### src/rtl/mips_cpu_pkg.sv
// Shared MIPS datapath types used by the writeback block and its tag FIFO.
package mips_cpu_pkg;

    typedef logic [4:0]  reg_idx_t;
    typedef logic [31:0] word_t;

    localparam reg_idx_t REG_ZERO = 5'd0;

    // One candidate register-file write: destination index plus data.
    typedef struct packed {
        reg_idx_t dest;
        word_t    data;
    } wb_req_t;

endpackage

### src/rtl/mips_cpu_writeback_if.sv
// Bus between execute/memory stages, issue logic and the writeback block.
// With MIPS_WB_BYPASS_EN defined the bus also carries the forwarding outputs.
interface mips_cpu_writeback_if #(
    parameter int LOAD_DEPTH = 2
);
    import mips_cpu_pkg::*;

    logic     alu_valid;
    logic     alu_ready;
    reg_idx_t alu_reg;
    word_t    alu_data;

    logic     load_issue;
    logic     load_issue_ready;
    reg_idx_t load_issue_reg;
    logic     load_resp_valid;
    word_t    load_resp_data;

    reg_idx_t query_reg_1;
    reg_idx_t query_reg_2;
    logic     stall_1;
    logic     stall_2;

    logic     write_enable;
    reg_idx_t write_reg;
    word_t    write_data;

    logic [$clog2(LOAD_DEPTH):0] loads_pending;

`ifdef MIPS_WB_BYPASS_EN
    logic     bypass_hit_1;
    logic     bypass_hit_2;
    word_t    bypass_data_1;
    word_t    bypass_data_2;
`endif

    // The writeback block's own view.
    modport master (
`ifdef MIPS_WB_BYPASS_EN
        output bypass_hit_1, bypass_hit_2, bypass_data_1, bypass_data_2,
`endif
        input  alu_valid, alu_reg, alu_data,
        input  load_issue, load_issue_reg, load_resp_valid, load_resp_data,
        input  query_reg_1, query_reg_2,
        output alu_ready, load_issue_ready, stall_1, stall_2,
        output write_enable, write_reg, write_data, loads_pending
    );

    // The surrounding pipeline's view.
    modport slave (
`ifdef MIPS_WB_BYPASS_EN
        input  bypass_hit_1, bypass_hit_2, bypass_data_1, bypass_data_2,
`endif
        output alu_valid, alu_reg, alu_data,
        output load_issue, load_issue_reg, load_resp_valid, load_resp_data,
        output query_reg_1, query_reg_2,
        input  alu_ready, load_issue_ready, stall_1, stall_2,
        input  write_enable, write_reg, write_data, loads_pending
    );

endinterface

### src/rtl/mips_cpu_tag_fifo.sv
// Circular FIFO of pending load destination tags, with per-entry match
// vectors so issue logic can see whether a queried register is still in flight.
module mips_cpu_tag_fifo
    import mips_cpu_pkg::*;
#(
    parameter int LOAD_DEPTH = 2
) (
    input  logic                        clk,
    input  logic                        reset,
    input  logic                        push,
    input  reg_idx_t                    push_tag,
    input  logic                        pop,
    output reg_idx_t                    head_tag,
    output logic                        full,
    output logic                        empty,
    output logic [$clog2(LOAD_DEPTH):0] count,
    input  reg_idx_t                    query_1,
    input  reg_idx_t                    query_2,
    output logic [LOAD_DEPTH-1:0]       match_1,
    output logic [LOAD_DEPTH-1:0]       match_2
);

    localparam int PW = $clog2(LOAD_DEPTH);
    localparam int CW = PW + 1;

    reg_idx_t              tag_mem [LOAD_DEPTH];
    logic [PW-1:0]         rd_ptr;
    logic [PW-1:0]         wr_ptr;
    logic [CW-1:0]         count_q;
    logic [LOAD_DEPTH-1:0] entry_valid;
    logic [PW-1:0]         offset;

    assign head_tag = tag_mem[rd_ptr];
    assign full     = (count_q == CW'(LOAD_DEPTH));
    assign empty    = (count_q == '0);
    assign count    = count_q;

    // Pointers wrap naturally because the depth is a power of two.
    always_ff @(posedge clk or posedge reset) begin
        if (reset) begin
            rd_ptr  <= '0;
            wr_ptr  <= '0;
            count_q <= '0;
            for (int i = 0; i < LOAD_DEPTH; i++) tag_mem[i] <= REG_ZERO;
        end else begin
            if (push) begin
                tag_mem[wr_ptr] <= push_tag;
                wr_ptr          <= wr_ptr + 1'b1;
            end
            if (pop) rd_ptr <= rd_ptr + 1'b1;
            if (push && !pop)      count_q <= count_q + 1'b1;
            else if (pop && !push) count_q <= count_q - 1'b1;
        end
    end

    // An entry is live when its distance from the read pointer is below the occupancy.
    always_comb begin
        entry_valid = '0;
        match_1     = '0;
        match_2     = '0;
        offset      = '0;
        for (int i = 0; i < LOAD_DEPTH; i++) begin
            offset         = PW'(i) - rd_ptr;
            entry_valid[i] = ({1'b0, offset} < count_q);
            match_1[i]     = entry_valid[i] && (tag_mem[i] == query_1);
            match_2[i]     = entry_valid[i] && (tag_mem[i] == query_2);
        end
    end

endmodule

### src/rtl/mips_cpu_writeback.sv
// Register-file write-port arbiter: load responses, then held ALU results, then fresh ALU results.
// Optional MIPS_WB_BYPASS_EN turns last-cycle write matches into forwarding hits instead of stalls.
module mips_cpu_writeback
    import mips_cpu_pkg::*;
#(
    parameter int LOAD_DEPTH = 2
) (
    input  logic                      clk,
    input  logic                      reset,
    mips_cpu_writeback_if.master      bus
);

    localparam int CW = $clog2(LOAD_DEPTH) + 1;

    logic                  fifo_push;
    logic                  fifo_pop;
    logic                  fifo_full;
    logic                  fifo_empty;
    reg_idx_t              head_tag;
    logic [CW-1:0]         fifo_count;
    logic [LOAD_DEPTH-1:0] match_1;
    logic [LOAD_DEPTH-1:0] match_2;

    logic                  hold_valid;
    wb_req_t               hold_entry;
    logic                  alu_xfer;
    logic                  sel_valid;
    wb_req_t               sel;
    logic                  wr_en_q;
    wb_req_t               wr_q;

    logic                  hit_a1, hit_b1, hit_c1;
    logic                  hit_a2, hit_b2, hit_c2;

    assign alu_xfer  = bus.alu_valid && !hold_valid;
    assign fifo_pop  = bus.load_resp_valid && !fifo_empty;
    // A full FIFO still accepts an issue when a response frees the head slot in the same cycle.
    assign fifo_push = bus.load_issue && (!fifo_full || fifo_pop);

    assign bus.alu_ready        = !hold_valid;
    assign bus.load_issue_ready = !fifo_full;
    assign bus.loads_pending    = fifo_count;
    assign bus.write_enable     = wr_en_q;
    assign bus.write_reg        = wr_q.dest;
    assign bus.write_data       = wr_q.data;

    mips_cpu_tag_fifo #(.LOAD_DEPTH(LOAD_DEPTH)) u_fifo (
        .clk      (clk),
        .reset    (reset),
        .push     (fifo_push),
        .push_tag (bus.load_issue_reg),
        .pop      (fifo_pop),
        .head_tag (head_tag),
        .full     (fifo_full),
        .empty    (fifo_empty),
        .count    (fifo_count),
        .query_1  (bus.query_reg_1),
        .query_2  (bus.query_reg_2),
        .match_1  (match_1),
        .match_2  (match_2)
    );

    always_comb begin
        sel_valid = 1'b0;
        sel       = '0;
        if (fifo_pop) begin
            sel_valid = 1'b1;
            sel       = '{dest: head_tag, data: bus.load_resp_data};
        end else if (hold_valid) begin
            sel_valid = 1'b1;
            sel       = hold_entry;
        end else if (alu_xfer) begin
            sel_valid = 1'b1;
            sel       = '{dest: bus.alu_reg, data: bus.alu_data};
        end
    end

    // An accepted ALU result only loses the port to a load response, so that is when it is parked.
    always_ff @(posedge clk or posedge reset) begin
        if (reset) begin
            hold_valid <= 1'b0;
            hold_entry <= '0;
            wr_en_q    <= 1'b0;
            wr_q       <= '0;
        end else begin
            if (alu_xfer && fifo_pop) begin
                hold_valid <= 1'b1;
                hold_entry <= '{dest: bus.alu_reg, data: bus.alu_data};
            end else if (hold_valid && !fifo_pop) begin
                hold_valid <= 1'b0;
            end
            wr_en_q <= sel_valid && (sel.dest != REG_ZERO);
            if (sel_valid) wr_q <= sel;
        end
    end

    assign hit_a1 = |match_1;
    assign hit_b1 = hold_valid && (hold_entry.dest == bus.query_reg_1);
    assign hit_c1 = wr_en_q && (wr_q.dest == bus.query_reg_1);
    assign hit_a2 = |match_2;
    assign hit_b2 = hold_valid && (hold_entry.dest == bus.query_reg_2);
    assign hit_c2 = wr_en_q && (wr_q.dest == bus.query_reg_2);

`ifdef MIPS_WB_BYPASS_EN
    assign bus.stall_1       = (bus.query_reg_1 != REG_ZERO) && (hit_a1 || hit_b1);
    assign bus.stall_2       = (bus.query_reg_2 != REG_ZERO) && (hit_a2 || hit_b2);
    assign bus.bypass_hit_1  = (bus.query_reg_1 != REG_ZERO) && hit_c1;
    assign bus.bypass_hit_2  = (bus.query_reg_2 != REG_ZERO) && hit_c2;
    assign bus.bypass_data_1 = wr_q.data;
    assign bus.bypass_data_2 = wr_q.data;
`else
    assign bus.stall_1 = (bus.query_reg_1 != REG_ZERO) && (hit_a1 || hit_b1 || hit_c1);
    assign bus.stall_2 = (bus.query_reg_2 != REG_ZERO) && (hit_a2 || hit_b2 || hit_c2);
`endif

`ifndef SYNTHESIS
    logic waw_hit;

    always_comb begin
        waw_hit = 1'b0;
        for (int i = 0; i < LOAD_DEPTH; i++) begin
            if (u_fifo.entry_valid[i] && (u_fifo.tag_mem[i] == bus.alu_reg)) waw_hit = 1'b1;
        end
    end

    // A response with nothing outstanding is only legal alongside an issue into the empty FIFO.
    a_resp_without_load: assert property (@(posedge clk) disable iff (reset)
        (bus.load_resp_valid && !bus.load_issue) |-> !fifo_empty)
        else $error("load response with no outstanding load");

    a_alu_waw: assert property (@(posedge clk) disable iff (reset)
        (alu_xfer && (bus.alu_reg != REG_ZERO)) |-> !waw_hit)
        else $error("ALU write to a register with a pending load");
`endif

endmodule

### src/flat_wrapper.sv
// flat-port wrapper written by rule: the top's interface ports become plain ports
module mips_cpu_writeback_flat import mips_cpu_pkg::*;
#(
    parameter int LOAD_DEPTH = 2
)
  (clk, reset, bus_alu_valid, bus_alu_reg, bus_alu_data, bus_load_issue, bus_load_issue_reg, bus_load_resp_valid, bus_load_resp_data, bus_query_reg_1, bus_query_reg_2, bus_alu_ready, bus_load_issue_ready, bus_stall_1, bus_stall_2, bus_write_enable, bus_write_reg, bus_write_data, bus_loads_pending);
  mips_cpu_writeback_if #(.LOAD_DEPTH(LOAD_DEPTH)) bus_i ();
  input  logic clk;
  input  logic reset;
  input wire logic [$bits(bus_i.alu_valid)-1:0] bus_alu_valid;
  input wire logic [$bits(bus_i.alu_reg)-1:0] bus_alu_reg;
  input wire logic [$bits(bus_i.alu_data)-1:0] bus_alu_data;
  input wire logic [$bits(bus_i.load_issue)-1:0] bus_load_issue;
  input wire logic [$bits(bus_i.load_issue_reg)-1:0] bus_load_issue_reg;
  input wire logic [$bits(bus_i.load_resp_valid)-1:0] bus_load_resp_valid;
  input wire logic [$bits(bus_i.load_resp_data)-1:0] bus_load_resp_data;
  input wire logic [$bits(bus_i.query_reg_1)-1:0] bus_query_reg_1;
  input wire logic [$bits(bus_i.query_reg_2)-1:0] bus_query_reg_2;
  output wire logic [$bits(bus_i.alu_ready)-1:0] bus_alu_ready;
  output wire logic [$bits(bus_i.load_issue_ready)-1:0] bus_load_issue_ready;
  output wire logic [$bits(bus_i.stall_1)-1:0] bus_stall_1;
  output wire logic [$bits(bus_i.stall_2)-1:0] bus_stall_2;
  output wire logic [$bits(bus_i.write_enable)-1:0] bus_write_enable;
  output wire logic [$bits(bus_i.write_reg)-1:0] bus_write_reg;
  output wire logic [$bits(bus_i.write_data)-1:0] bus_write_data;
  output wire logic [$bits(bus_i.loads_pending)-1:0] bus_loads_pending;
  assign bus_i.alu_valid = bus_alu_valid;
  assign bus_i.alu_reg = bus_alu_reg;
  assign bus_i.alu_data = bus_alu_data;
  assign bus_i.load_issue = bus_load_issue;
  assign bus_i.load_issue_reg = bus_load_issue_reg;
  assign bus_i.load_resp_valid = bus_load_resp_valid;
  assign bus_i.load_resp_data = bus_load_resp_data;
  assign bus_i.query_reg_1 = bus_query_reg_1;
  assign bus_i.query_reg_2 = bus_query_reg_2;
  assign bus_alu_ready = bus_i.alu_ready;
  assign bus_load_issue_ready = bus_i.load_issue_ready;
  assign bus_stall_1 = bus_i.stall_1;
  assign bus_stall_2 = bus_i.stall_2;
  assign bus_write_enable = bus_i.write_enable;
  assign bus_write_reg = bus_i.write_reg;
  assign bus_write_data = bus_i.write_data;
  assign bus_loads_pending = bus_i.loads_pending;
  mips_cpu_writeback #(.LOAD_DEPTH(LOAD_DEPTH)) u_core (.clk(clk), .reset(reset), .bus(bus_i));
endmodule
### config.mk
export PLATFORM = sky130hd
export DESIGN_NAME = mips_cpu_writeback_flat
export DESIGN_NICKNAME = d
export VERILOG_FILES = /design/src/rtl/mips_cpu_pkg.sv /design/src/rtl/mips_cpu_writeback_if.sv /design/src/rtl/mips_cpu_tag_fifo.sv /design/src/rtl/mips_cpu_writeback.sv /design/src/flat_wrapper.sv
export SDC_FILE = /design/constraint.sdc
export NUM_CORES = 1
export LEC_CHECK = 0
export ABC_CLOCK_PERIOD_IN_PS = 2700
export CORE_ASPECT_RATIO = 0.6
export CORE_MARGIN = 1
export CORE_UTILIZATION = 43
export DETAILED_ROUTE_END_ITERATION = 16
export PLACE_DENSITY = 0.76
export SLEW_MARGIN = 30
export SYNTH_ARGS = -nofsm -noshare
export SYNTH_HDL_FRONTEND = slang
export SYNTH_SLANG_ARGS = --single-unit
### constraint.sdc
create_clock -name clk -period 2.7 [get_ports clk]
set_input_delay 0.405 -clock clk [delete_from_list [all_inputs] [get_ports clk]]
set_output_delay 0.405 -clock clk [all_outputs]
set_load 0.02 [all_outputs]
==> parameters.txt, run 1 <==
Parameter                              Value

Status
  Result of the run    completed

Synthesis
  Nets in the synthesized netlist    548
  Instance count of the mapped netlist    between 400 and 500
  Netlist area before placement    4642 um^2
  Synth Register Bits    90
  Share of synthesized area occupied by flip-flops and latches    0.4852
  Warning count from the yosys run    0
  Post-synthesis cell type count    35
  Mapped Avg Cell Area    10.14 um^2

Global routing
  Aggregate global routing overflow    0
  First-pass GRT wire length    roughly 20000 um
  Overall global routing resource usage    0.2443
  Number of global-route vias before repair    3822
  Antenna violations before repair    0
  Pin count of the biggest net entering global routing    45

Power and ir drop
  Power per standard cell area    between 1000 and 1500 nW/um^2
  IR drop worst, VDD    ~500 uV
  Relative contribution of sequential cells to total power    0.363
  Internal power    4.399 mW
  Clock network fraction of design power    0.180
  Leakage power figure    2.707 nW
  Proportion of total power due to net switching    0.3762
  Combinational power share    0.457
  Total design power    between 7 and 8 mW
  P_sw    2.653 mW

STA
  Transition time at the pin with the least slew margin    approximately 0.54 ns
  Final Hold Fails    0
  Post-route minimum period    2.584 ns
  Post-route fraction of the period consumed by the critical path    0.9569
  Maximum clock frequency    0.3871 GHz
  Headroom to the max-slew limit    0.6399
  Count of endpoints failing setup in the final report    0
  Setup repair after global routing missed its margin    no
  Final setup skew    0.006335 ns
  Number of pins with negative max-slew slack in the final report    0

Hold path
  Hold WC Path Type    input pin to asynchronous set/reset pin

Die
  Cell Rows    28
  Ports    133
  Vertical die dimension    82.48 um
  Initial Utilization    0.4569
  Width of the die    136.1 um
  Std-Cell Core Area    10160 um^2
  Die area    11230 um^2

Detailed routing
  Post-detailed-route count of antenna-violating nets    0
  Total detailed-routing wirelength    12880 um
  DRC    0
  Final routed wire length divided by cell count    17.59 um
  Overall via count from detail_route    between 3000 and 4000
  Number of vias per cell after detailed routing    5.434
  First DRT Iteration DRCs    305
  Router iterations before antenna repair    5

Placement
  Routability congestion estimate from global placement    0.9900
  Buffers added on ports    132
  Post-detailed-placement half-perimeter wirelength    9653 um

Clocking
  Root buffer cell    clkbuf_16
  Clock transition at the registers of the reported paths    about 0.07 ns
  TritonCTS clock tree    yes
  Max Root-Sink Buffers    2
  H-tree Lvls    3
  Clock latency at the later pin of the worst-skew pair    0.34 ns
  Number of buffers created by CTS    9
  Clk sinks    90

Critical path
  Slowest cell on crit path    clkdlybuf4s50_1
  CP max FO    5
  Required time at the worst-slack endpoint    2.30 ns
  Kind of critical path    input pin to output pin
  Crit-path cells    clkdlybuf4s50_1 > xor2_1 > nor4_1 > and3_1 > a31oi_1 > a21oi_1 > dlygate4sd2_1
  CP Launch Type    input pin
  Largest stage delay on the critical path    0.54 ns
  Nature of the critical path endpoint    output pin
  Data arrival time of the critical path    between 2 and 2.5 ns

Cells and area
  Area Overhead vs Synth    40.30%
  Post-layout net count    682
  Antenna diode count    0
  Max FFs per register    37
  Register ranked first by flip-flop count    u_core.hold_entry
  Fraction of final layout cells with drive strength greater than 1    0.09213
  Post-layout util    0.6410

Flow run
  Count of maximum capacitance violations    0
## through the flow
step | std cells | setup WS (ns) | setup TNS [ns] | instance area (um^2) | hold slack (ns)
finish | 732 | 0.1164 | 0 | 6513 | 0.4309
global route | 732 | 0.004669 | 0 | 6513 | 0.4690
CTS | 732 | 0.06230 | 0 | 6510 | 0.4368
detailed placement | 716 | -0.2223 | -0.3769 | 6207 | 0.4829
global placement | 716 | -0.2158 | -0.3670 | 6207 | 0.4746
floorplan | 458 | 0.5145 | 0 | 4646 | 0.4651
## area by class of cell
class,instances,area [um^2]
Clock inverter,5,62.56
Inverter,5,22.52
Clock buffer,11,242.7
Fill cell,806,3647
Tap cell,135,168.9
Multi-Input combinational cell,326,2201
Sequential cell,90,2252
Timing Repair Buffer,160,1563
## cells by family after synthesis
group | synth area share
buffers and inverters | 0.04205
adders and majority gates | 0.002695
xor gates and xnor gates | 0.08491
muxes | 0.1229
and+or+nand+nor | 0.1310
DFF | 0.4852
AOI/OAI and AO/OA | 0.1313
## path summary, 6_finish.rpt
kind	to	slack, ns	from	depth (start not counted)
worst min register to register	u_core.hold_entry[26]$_DFFE_PP0P_	0.49	u_core.hold_entry[26]$_DFFE_PP0P_	1
worst min-delay path	u_core.bus.write_data[2]$_DFFE_PP0P_	0.43	reset	2
worst max register to register	u_core.bus.write_data[25]$_DFFE_PP0P_	0.65	u_core.u_fifo.count[1]$_DFFE_PP0P_	7
worst max-delay path	bus_stall_1	0.12	bus_query_reg_1[3]	7
max in group asynchronous	u_core.bus.write_data[14]$_DFFE_PP0P_	1.56	reset	3
min in group clk	u_core.hold_entry[26]$_DFFE_PP0P_	0.49	u_core.hold_entry[26]$_DFFE_PP0P_	1
## cells in the final DEF (no fill, tap or decap), drive strengths merged, types with 2 or more instances in the layout
master	n
dfrtp	90
a211oi	2
nor2	102
buf	28
a2bb2oi	32
o22ai	32
a21oi	4
clkdlybuf4s50	130
nor4	5
xnor2	18
o21ai	10
nand4	2
nor2b	2
xor2	27
mux2i	3
nand2	21
clkbuf	12
mux2	48
and3	2
clkinvlp	3
inv	5
a31oi	4
or4	3
nor3	4
## per-layer routing
| layer | track usage | routed length, um |
|---|---|---|
| met1 | 0.3609 | 6231 |
| met2 | 0.3406 | 5120 |
| met3 | 0.08486 | 1452 |
| met4 | 0.05222 | 75 |
| met5 | 0 | 0 |
## power by group through the flow
stage / logic (mW) / registers [mW] / clock network (mW)
after floorplan: 1.63 / 2.78 / 0
after global placement: 3.17 / 2.53 / 0
after CTS: 3.22 / 2.55 / 1.30
final: 3.22 / 2.56 / 1.27
after global routing: 3.49 / 2.63 / 1.35
after detailed placement: 3.22 / 2.57 / 0
## worst max-delay path: cells and delay by family
| kind | cells | cell delay [ns] |
|---|---|---|
| AO/OA/AOI/OAI | 2 | 0.23 |
| AND/OR/NAND/NOR | 2 | 0.44 |
| XOR/XNOR | 1 | 0.20 |
| buffers and inverters | 2 | 0.90 |
## synthesized netlist by cell type
library cell | n | share of area
nor2_1 | 102 | 0.082
dfrtp_1 | 90 | 0.49
mux2_1 | 47 | 0.11
a2bb2oi_1 | 32 | 0.060
o22ai_1 | 32 | 0.043
xor2_1 | 27 | 0.051
nand2_1 | 20 | 0.016
clkbuf_1 | 19 | 0.015
xnor2_1 | 18 | 0.034
buf_2 | 12 | 0.013
o21ai_1 | 6 | 0.0065
a21oi_1 | 4 | 0.0043
a31oi_1 | 4 | 0.0054
buf_4 | 4 | 0.0065
inv_2 | 4 | 0.0032
nor3_1 | 4 | 0.0043
nor4_1 | 4 | 0.0054
o21ai_0 | 4 | 0.0043
mux2i_1 | 3 | 0.0065
or4_1 | 3 | 0.0049
a211oi_1 | 2 | 0.0032
and3_1 | 2 | 0.0027
nand4_1 | 2 | 0.0027
nor2b_1 | 2 | 0.0027
a221o_1 | 1 | 0.0022
buf_1 | 1 | 0.00081
buf_6 | 1 | 0.0024
ha_1 | 1 | 0.0027
inv_1 | 1 | 0.00081
mux2_2 | 1 | 0.0024
nand2_2 | 1 | 0.0013
nand2b_2 | 1 | 0.0019
nand4b_1 | 1 | 0.0019
nor4_4 | 1 | 0.0046
o21a_2 | 1 | 0.0019
## timing repair
item,in CTS,in global routing
endpoints found under the hold margin,0,0
pin swaps,0,0
setup endpoints to repair,2,2
gates resized for setup,2,3
hold buffers,0,0
buffers inserted,0,0
No activity file was read; power rests on OpenSTA's default activity.
==> run 2, diff against run 1 <==
Settings changed: CTS_CLUSTER_SIZE set to 25, MAX_ROUTING_LAYER set to met4.
==> run 2 against run 1 <==
Compared with the run above: combinational power about the same; worst setup slack got worse by 0.0037 ns; hold slack improved by 0.059 ns; sequential power is essentially flat; utilization decreased by 0.16 points; largest power group unchanged; count of clock-buffer cells in the layout is the same; largest cell class unchanged; total power hardly changed.
==> parameters.txt, run 2 (synthesis gave the netlist of run 1 again) <==
Parameter                              Value

Status
  Result of the run    completed

STA
  Maximum clock frequency    0.3865 GHz (-0.14%)
  Final Hold Fails    0 (unchanged)
  Setup repair after global routing missed its margin    no
  Headroom to the max-slew limit    0.6066 (-0.03335)
  Count of endpoints failing setup in the final report    0 (unchanged)
  Setup WS post-layout    0.1127 ns (-0.003680 ns)
  Post-route fraction of the period consumed by the critical path    0.9583 (+0.001363)
  Final setup skew    0.005396 ns (-0.0009385 ns)
  Post-route minimum period    2.587 ns (+0.003680 ns)
  Transition time at the pin with the least slew margin    0.5902 ns (+0.05415 ns)
  Number of pins with negative max-slew slack in the final report    0 (unchanged)

Detailed routing
  First DRT Iteration DRCs    291 (-4.6%)
  DRC    0 (unchanged)
  Overall via count from detail_route    4031 (+1.3%)
  Number of vias per cell after detailed routing    5.499 (+1.2%)
  Post-detailed-route count of antenna-violating nets    0 (unchanged)
  Total detailed-routing wirelength    13330 um (+3.5%)
  Final routed wire length divided by cell count    18.19 um (+3.4%)
  Router iterations before antenna repair    6 (+1)

Die
  Std-Cell Core Area    10160 um^2 (unchanged)
  Vertical die dimension    82.48 um (unchanged)
  Die area    11230 um^2 (unchanged)
  Initial Utilization    0.4569 (unchanged)
  Width of the die    136.1 um (unchanged)
  Cell Rows    28 (unchanged)
  Ports    133 (unchanged)

Critical path
  Number of cells on the critical path    7 (unchanged)
  Worst reg2reg path depth    7 (unchanged)
  Slowest cell on crit path    clkdlybuf4s50_1
  Kind of critical path    input pin to output pin
  Crit-path cells    clkdlybuf4s50_1 > xor2_1 > nor4_1 > and3_1 > a31oi_1 > a21oi_1 > clkdlybuf4s15_1
  Largest stage delay on the critical path    0.52 ns (-0.02 ns)
  Top Family by Delay on Critical Path    buffers and inverters
  Required time at the worst-slack endpoint    2.30 ns (about the same)
  Data arrival time of the critical path    2.18 ns (about the same)
  Nature of the critical path endpoint    output pin
  CP Launch Type    input pin
  CP max FO    5 (unchanged)
  Buffers and inverters on the worst path    2 (unchanged)

Power and ir drop
  IR drop worst, VDD    568.8 uV (+16%)
  Leakage power figure    2.720 nW (+0.47%)
  Power per standard cell area    1085 nW/um^2 (+0.20%)
  Total design power    7.048 mW (about the same)

Clocking
  Clock latency at the later pin of the worst-skew pair    0.33 ns (about the same)
  Number of buffers created by CTS    9 (unchanged)
  Clk sinks    90 (unchanged)
  Max Root-Sink Buffers    2 (unchanged)
  Buffer count from post-CTS setup fixing    0 (unchanged)
  PostCTS Resize Cnt    2 (unchanged)
  Post-CTS Hold Fix Bufs    0 (unchanged)
  Root buffer cell    clkbuf_16
  Clock transition at the registers of the reported paths    0.06 ns (about the same)
  H-tree Lvls    3 (unchanged)
  TritonCTS clock tree    yes

Hold path
  Hold depth    1
  Hold WC Path Type    register to register

Placement
  Routability congestion estimate from global placement    0.9732 (-1.7%)
  Buffers added on ports    132 (unchanged)
  Post-detailed-placement half-perimeter wirelength    9908 um (+2.7%)
  Pre-CTS setup slack    -0.2456 ns (-0.02338 ns)

Cells and area
  Register ranked first by flip-flop count    u_core.hold_entry
  Post-layout net count    683 (+0.15%)
  Most common cell after layout, fill and taps aside    clkdlybuf4s50_1
  Max FFs per register    37 (unchanged)
  Antenna diode count    0 (unchanged)
  Area Overhead vs Synth    39.95%
  Fraction of final layout cells with drive strength greater than 1    0.09197 (-0.0001541)
  Most frequent cells in the layout    clkdlybuf4s50_1, nor2_1, dfrtp_1

Global routing
  Antenna violations before repair    0 (unchanged)
  Pin count of the biggest net entering global routing    47 (+4.4%)
  Number of global-route vias before repair    3962 (+3.7%)
  Aggregate global routing overflow    0 (unchanged)
  First-pass GRT wire length    20970 um (+3.5%)
  Overall global routing resource usage    0.2573 (+0.01300)

Flow run
  Count of maximum capacitance violations    0 (unchanged)
-- run 2: cell types whose count changed in the layout (fill, tap and decap cells not counted), sizes merged --
cell and change:
buf +1, clkinvlp -2, inv -1, dlygate4sd2 -1
clkinv +3, clkdlybuf4s15 +1, dlymetal6s2s +1, clkdlybuf4s50 -1
-- run 2: worst paths after layout --
path	end	slack [ns]	from
hold / removal	u_core.hold_entry[22]$_DFFE_PP0P_	0.49	u_core.hold_entry[22]$_DFFE_PP0P_
hold reg to reg	u_core.hold_entry[22]$_DFFE_PP0P_	0.49	u_core.hold_entry[22]$_DFFE_PP0P_
max in group asynchronous	u_core.hold_entry[18]$_DFFE_PP0P_	1.68	reset
setup / recovery	bus_stall_1	0.11	bus_query_reg_1[3]
setup reg to reg	u_core.bus.write_data[8]$_DFFE_PP0P_	0.63	u_core.u_fifo.count[1]$_DFFE_PP0P_
min in group asynchronous	u_core.u_fifo.tag_mem[4]$_DFFE_PP0P_	0.60	reset
-- run 2: report_power, final --
group | total [mW] | leakage (nW) | switching, mW | internal [mW]
Clock | 1.24 | 0.149 | 0.505 | 0.740
Combinational | 3.24 | 1.53 | 1.60 | 1.65
Sequential | 2.56 | 1.04 | 0.551 | 2.01
-- run 2: through the flow --
stage               std cells  area, um^2  setup TNS (ns)    util  hold slack, ns
floorplan                 458        4646               0       -          0.4651
global placement          717        6202         -0.3346  0.6105          0.4743
detailed placement        717        6202         -0.4270  0.6105          0.4818
CTS                       733        6496               0  0.6394          0.4954
global route              733        6496               0  0.6394          0.4978
finish                    733        6496               0  0.6394          0.4900
-- run 2: area by class of cell --
| type | instances | area [um^2] |
|---|---|---|
| sequential | 90 | 2252 |
| clock inverter | 5 | 53.80 |
| tap | 135 | 168.9 |
| fill | 796 | 3664 |
| clock buffer | 11 | 242.7 |
| inverter | 5 | 22.52 |
| timing repair buffer | 161 | 1562 |
| multi-input combinational | 326 | 2195 |
-- run 2: layer usage --
| metal | share of wire | track usage | vias up |
|---|---|---|---|
| met4 | 0.0083 | 0.05778 | 0 |
| li1 | - | - | 1870 |
| met5 | 0 | - | - |
| met1 | 0.50 | 0.3764 | 1981 |
| met3 | 0.089 | 0.06777 | 11 |
| met2 | 0.40 | 0.3518 | 169 |
